[src/rtl/hf_tree_loader.sv]
`default_nettype none
// ============================================================================
// Module   : hf_tree_loader
// Purpose  : Serial Huffman tree-descriptor parser for the 4-bit-symbol
//            decompressor. The block:
//              - hunts the bitstream for the SYNC marker;
//              - parses the leaf count and the leaf descriptors;
//              - programs the 16-entry leaf table through a write port;
//              - forwards payload bits to the decoder once the table is
//                complete.
// Options  : HF_TREE_LENCHK_EN - when defined, a leaf length above MAX_LEN
//            sends the parser to a sticky error state. When not defined,
//            every length 1..16 is accepted and err stays 0.
// Revision : 1.0 - initial release
// ============================================================================
module hf_tree_loader #(
  parameter logic [7:0] SYNC    = 8'hA5,
  parameter int         MAX_LEN = 16
) (
  input  logic        CLK,
  input  logic        Reset,
  input  logic        restart,
  input  logic        bit_in,
  input  logic        bit_valid,
  output logic        wr_en,
  output logic [3:0]  wr_idx,
  output logic [15:0] wr_code,
  output logic [4:0]  wr_len,
  output logic [3:0]  wr_value,
  output logic        tree_ready,
  output logic        dec_bit,
  output logic        dec_valid,
  output logic        err
);

  // MAX_LEN must describe a length the 4-bit LEN field can encode.
  if (MAX_LEN < 1 || MAX_LEN > 16) begin : g_bad_max_len
    $error("hf_tree_loader: MAX_LEN must be in 1..16");
  end

  typedef enum logic [2:0] {
    HUNT   = 3'd0,
    COUNT  = 3'd1,
    VALUE  = 3'd2,
    LENGTH = 3'd3,
    CODE   = 3'd4,
    READY  = 3'd5,
    ERR    = 3'd6
  } state_t;

  state_t      state_q;
  logic [7:0]  sh_q;        // sync hunt shift register
  logic [3:0]  fld_q;       // 4-bit field accumulator (CNT / VAL / LEN)
  logic [4:0]  bitcnt_q;    // bits collected in the current field
  logic [3:0]  left_q;      // leaves remaining after the current one
  logic [3:0]  val_q;
  logic [4:0]  len_q;       // decoded length, 1..16
  logic [15:0] code_q;
  logic [3:0]  idx_q;       // next leaf slot

  logic        wr_en_q;
  logic [3:0]  wr_idx_q;
  logic [15:0] wr_code_q;
  logic [4:0]  wr_len_q;
  logic [3:0]  wr_value_q;
  logic        tree_ready_q;

  // Values each register takes if the current bit is shifted in.
  logic [7:0]  sh_d;
  logic [3:0]  fld_d;
  logic [15:0] code_d;
  logic [4:0]  len_d;
  logic        len_bad_d;

  assign sh_d   = {sh_q[6:0], bit_in};
  assign fld_d  = {fld_q[2:0], bit_in};
  assign code_d = {code_q[14:0], bit_in};
  assign len_d  = {1'b0, fld_d} + 5'd1;

`ifdef HF_TREE_LENCHK_EN
  localparam logic [5:0] c_MAX_LEN = 6'(MAX_LEN);
  assign len_bad_d = ({1'b0, len_d} > c_MAX_LEN);
  // The error flag is simply "parked in ERR"; it is sticky until restart/Reset.
  assign err       = (state_q == ERR);
`else
  assign len_bad_d = 1'b0;
  assign err       = 1'b0;
`endif

  assign wr_en      = wr_en_q;
  assign wr_idx     = wr_idx_q;
  assign wr_code    = wr_code_q;
  assign wr_len     = wr_len_q;
  assign wr_value   = wr_value_q;
  assign tree_ready = tree_ready_q;
  assign dec_bit    = bit_in;
  assign dec_valid  = bit_valid & tree_ready_q;

  // Parser FSM with registered table-write and ready outputs.
  always_ff @(posedge CLK or negedge Reset) begin
    if (!Reset) begin
      state_q      <= HUNT;
      sh_q         <= 8'd0;
      fld_q        <= 4'd0;
      bitcnt_q     <= 5'd0;
      left_q       <= 4'd0;
      val_q        <= 4'd0;
      len_q        <= 5'd0;
      code_q       <= 16'd0;
      idx_q        <= 4'd0;
      wr_en_q      <= 1'b0;
      wr_idx_q     <= 4'd0;
      wr_code_q    <= 16'd0;
      wr_len_q     <= 5'd0;
      wr_value_q   <= 4'd0;
      tree_ready_q <= 1'b0;
    end else begin
      // The write strobe is a single-cycle pulse.
      wr_en_q <= 1'b0;
      if (restart) begin
        // Restart wins over any bit presented in the same cycle.
        state_q      <= HUNT;
        sh_q         <= 8'd0;
        fld_q        <= 4'd0;
        bitcnt_q     <= 5'd0;
        left_q       <= 4'd0;
        val_q        <= 4'd0;
        len_q        <= 5'd0;
        code_q       <= 16'd0;
        idx_q        <= 4'd0;
        tree_ready_q <= 1'b0;
      end else if (bit_valid) begin
        case (state_q)
          HUNT: begin
            sh_q <= sh_d;
            if (sh_d == SYNC) begin
              state_q  <= COUNT;
              bitcnt_q <= 5'd0;
            end
          end
          COUNT: begin
            fld_q <= fld_d;
            if (bitcnt_q == 5'd3) begin
              left_q   <= fld_d;
              bitcnt_q <= 5'd0;
              state_q  <= VALUE;
            end else begin
              bitcnt_q <= bitcnt_q + 5'd1;
            end
          end
          VALUE: begin
            fld_q <= fld_d;
            if (bitcnt_q == 5'd3) begin
              val_q    <= fld_d;
              bitcnt_q <= 5'd0;
              state_q  <= LENGTH;
            end else begin
              bitcnt_q <= bitcnt_q + 5'd1;
            end
          end
          LENGTH: begin
            fld_q <= fld_d;
            if (bitcnt_q == 5'd3) begin
              len_q    <= len_d;
              code_q   <= 16'd0;
              bitcnt_q <= 5'd0;
              // An over-long leaf is dropped without a table write.
              if (len_bad_d) begin
                state_q <= ERR;
              end else begin
                state_q <= CODE;
              end
            end else begin
              bitcnt_q <= bitcnt_q + 5'd1;
            end
          end
          CODE: begin
            code_q <= code_d;
            if (bitcnt_q + 5'd1 == len_q) begin
              wr_en_q    <= 1'b1;
              wr_idx_q   <= idx_q;
              wr_code_q  <= code_d;
              wr_len_q   <= len_q;
              wr_value_q <= val_q;
              idx_q      <= idx_q + 4'd1;
              bitcnt_q   <= 5'd0;
              // left_q holds CNT-style "remaining minus one", so zero means last.
              if (left_q == 4'd0) begin
                state_q      <= READY;
                tree_ready_q <= 1'b1;
              end else begin
                left_q  <= left_q - 4'd1;
                state_q <= VALUE;
              end
            end else begin
              bitcnt_q <= bitcnt_q + 5'd1;
            end
          end
          READY: begin
            state_q <= READY;
          end
          ERR: begin
            state_q <= ERR;
          end
          default: begin
            state_q <= HUNT;
          end
        endcase
      end
    end
  end

endmodule
`default_nettype wire

[config.mk]
export PLATFORM = sky130hd
export DESIGN_NAME = hf_tree_loader
export DESIGN_NICKNAME = d
export VERILOG_FILES = /design/src/rtl/hf_tree_loader.sv
export SDC_FILE = /design/constraint.sdc
export NUM_CORES = 1
export LEC_CHECK = 0
export CAP_MARGIN = 30
export CELL_PAD_IN_SITES_DETAIL_PLACEMENT = 0
export CELL_PAD_IN_SITES_GLOBAL_PLACEMENT = 1
export CORE_MARGIN = 1
export CORE_UTILIZATION = 48
export CTS_CLUSTER_DIAMETER = 50
export DETAILED_ROUTE_END_ITERATION = 16
export GPL_TIMING_DRIVEN = 0
export PLACE_DENSITY_LB_ADDON = 0.1
export SETUP_SLACK_MARGIN = 0.5
export SYNTH_ARGS = -nofsm -noshare
export SYNTH_HDL_FRONTEND = slang
export SYNTH_SLANG_ARGS = --single-unit
[constraint.sdc]
create_clock -name CLK -period 3.2 [get_ports CLK]
set_input_delay 0.64 -clock CLK [delete_from_list [all_inputs] [get_ports CLK]]
set_output_delay 0.64 -clock CLK [all_outputs]
set_load 0.02 [all_outputs]
==> key figures <==
Detailed routing
  • Pre-Repair DR Iteration Count: 4
  • WL/cell: between 15 and 20 µm
  • DR iter-0 viols: ~160
  • DRC violations left: 0
  • Final antenna-violating net count: 0
  • Final WL: 7742 µm
  • Via count: around 2.7k
  • Vias/cell: 5.369

Synthesis
  • Async S/R FF share, synth: 1.000
  • Post-synthesis register bit count: ~80
  • Synth cell types: 49
  • Post-synthesis cell area: approximately 3800 µm²
  • Number of synthesized flops with an enable pin: 0
  • Mapped Cells: roughly 360
  • Main flop type after synthesis: dfrtp_1
  • Mapped Avg Cell Area: between 10 and 15 µm²
  • YS warnings: 0
  • Register area share after synthesis: 0.5386
  • Syn_nets: approximately 370

Worst setup path
  • Critical Path AT: ~1.9 ns
  • FF-to-FF setup slack: between 0.7 and 0.8 ns
  • Path depth of the worst reg2reg path: 8
  • WP data required: approximately 2.6 ns
  • Reg-to-Reg End: wr_code[12]
  • Worst r2r src: bitcnt_q[0]
  • CP endpoint kind: output port
  • Crit path launch type: input pin
  • Critical path peak fanout: 9
  • Setup CP Type: in -> out

Die
  • Initial core utilization: 0.5080
  • Die Area: slightly above 8000 µm²
  • Height of the die: just over 90 µm
  • Core Region: between 7000 and 8000 µm²
  • Row count: 31
  • Die width: slightly above 90 µm
  • Io pins: 39

CTS
  • Root Buffer Master: clkbuf_8
  • Clk buf depth: 2
  • Hold Buf Count CTS: 0
  • PostCTS Resize Cnt: 3
  • CTS tree: yes
  • Worst-skew pair later-pin latency: between 0.3 and 0.4 ns
  • Setup Buffers After CTS: 0
  • Num CTS Buffers: 9
  • H-tree lvl count: 3
  • Worst-path clk slew: roughly 0.090 ns
  • Number of clock sinks: 81

Timing
  • RSZ-0062 raised after global routing: no
  • Final Hold Fails: 0
  • Setup TNS: 0 ns
  • Max Clk Rate: 0.4011 GHz
  • Worst rel slew slack: 0.5666
  • Tmin final: between 2 and 2.5 ns
  • Final period util: 0.7790
  • Final Setup Violations: 0
  • Worst-Margin Slew: roughly 0.65 ns
  • Skew final: about 0.011 ns
  • Max Slew Vio Count: 0

Final layout
  • ANT cells: 0
  • Area of the multi-input gates: between 1500 and 2000 µm²
  • Most common cell after layout, fill and taps aside: dfrtp_1
  • Fin cells: about 500
  • Commonest non-fill, non-tap cells in the layout: 81 x dfrtp_1, 65 x nand2_1, 34 x clkdlybuf4s50_1
  • Fillers: 639
  • Area Overhead vs Synth: 19.28%
  • Layout cells sized above 1: 0.1415
  • Reg area: approximately 2000 µm²
  • # nets final: about 420
  • Final Core Density: 0.6060

Pwr
  • VDD IR-drop max: approximately 0.00027 V
  • Leakage: around 2.0 nW
  • PD cells: between 500 and 600 nW/µm²
  • Power Total: ~2.3 mW

Run
  • Number of max-cap violations: 0

Outcome
  • Status: completed

Placed design
  • GPL Wtd Cong: approximately 0.82
  • Port bufs: 37
  • Placed insts: a little under 500
  • HPWL Detailed: 5423 µm

Global route
  • Total track usage: 0.2054
  • Number of global-route vias before repair: between 2k and 3k
  • Largest net degree at the start of global routing: 45
  • First-pass GRT wire length: 13300 µm
  • Initial antenna violation count: 0
  • GRT Residual Overflow: 0

Worst hold path
  • Min-delay worst type: in -> async
[worst max-delay path, cell delays in order]
cell,delay [ns]
dlygate4sd2_1,0.44
buf_4,0.18
clkdlybuf4s50_1,0.59
[where the power goes]
part | switching [mW] | total [mW] | internal (mW)
registers | 0.0425 | 1.10 | 1.06
logic | 0.237 | 0.372 | 0.135
clock network | 0.414 | 0.790 | 0.376
[layer usage]
metal / share of wire / global-route usage / vias to the layer above
li1: - / - / 1333
met1: 0.51 / 0.2991 / 1356
met2: 0.45 / 0.3119 / 38
met3: 0.030 / 0.03451 / 6
met4: 0.010 / 0.06855 / 0
met5: 0 / 0 / -
[registers in the layout, indices dropped and copies added, names as in the netlist]
| register | count |
|---|---|
| bitcnt_q | 5 |
| code_q | 15 |
| fld_q | 3 |
| idx_q | 4 |
| left_q | 4 |
| len_q | 5 |
| sh_q | 7 |
| state_q | 3 |
| tree_ready | 1 |
| val_q | 4 |
| wr_code | 16 |
| wr_en | 1 |
| wr_idx | 4 |
| wr_len | 5 |
| wr_value | 4 |
[through the flow]
stage / setup WS (ns) / instance area [µm²] / hold WS [ns]
after CTS: 0.6986 / 4489 / 0.2687
after global placement: -1.504 / 4258 / 0.4558
after floorplan: 0.9984 / 3764 / 0.3444
after global routing: 0.5816 / 4489 / 0.2996
final: 0.7071 / 4489 / 0.2535
after detailed placement: 0.2172 / 4283 / 0.4653
[worst max path at each step]
stage	from	endpoint	slack, ns
3_3_place_gp	Reset	wr_code[10]	-1.50
2_1_floorplan	bitcnt_q[0]	wr_idx[0]	1.0
5_1_grt	bitcnt_q[0]	wr_code[10]	0.58
3_5_place_dp	bit_in	state_q[0]	0.22
6_report	bit_in	dec_bit	0.71
4_1_cts	bit_in	dec_bit	0.70
[cell usage after synthesis (3+ instances only)]
| cell | number | area share |
|---|---|---|
| a21oi_1 | 20 | 0.027 |
| a31oi_1 | 3 | 0.0050 |
| and3_1 | 4 | 0.0066 |
| buf_4 | 4 | 0.0080 |
| clkbuf_1 | 13 | 0.013 |
| dfrtp_1 | 81 | 0.54 |
| ha_1 | 5 | 0.017 |
| inv_1 | 4 | 0.0040 |
| mux2_1 | 9 | 0.027 |
| mux2_2 | 24 | 0.072 |
| nand2_1 | 65 | 0.065 |
| nand2b_1 | 8 | 0.013 |
| nand3_1 | 8 | 0.011 |
| nand3b_1 | 4 | 0.0080 |
| nor2_1 | 18 | 0.018 |
| nor2b_1 | 3 | 0.0050 |
| o21ai_0 | 29 | 0.039 |
| o31ai_1 | 5 | 0.010 |
| xnor2_1 | 7 | 0.016 |
| xor2_1 | 4 | 0.0093 |
[logic make-up (layout without fill, tap and decap cells)]
group,after synthesis,in the layout,synth area share
flops,81,81,0.5386
xor+xnor,12,12,0.03158
other cells,1,1,0.0009964
compound gates,73,73,0.1164
fa+ha+maj,5,5,0.01662
buf+inv,25,79,0.03457
simple gates,125,125,0.1599
mux,34,34,0.1014
[cell type report]
cell class | count | area share
Buffer | 21 | 0.02592
Clock buffer | 9 | 0.02759
Clock inverter | 7 | 0.01867
Inverter | 4 | 0.003344
Multi-Input combinational cell | 250 | 0.3579
Sequential cell | 81 | 0.4515
Tap cell | 99 | 0.02759
Timing Repair Buffer | 38 | 0.08751
Power figures use the tool's default switching activity.
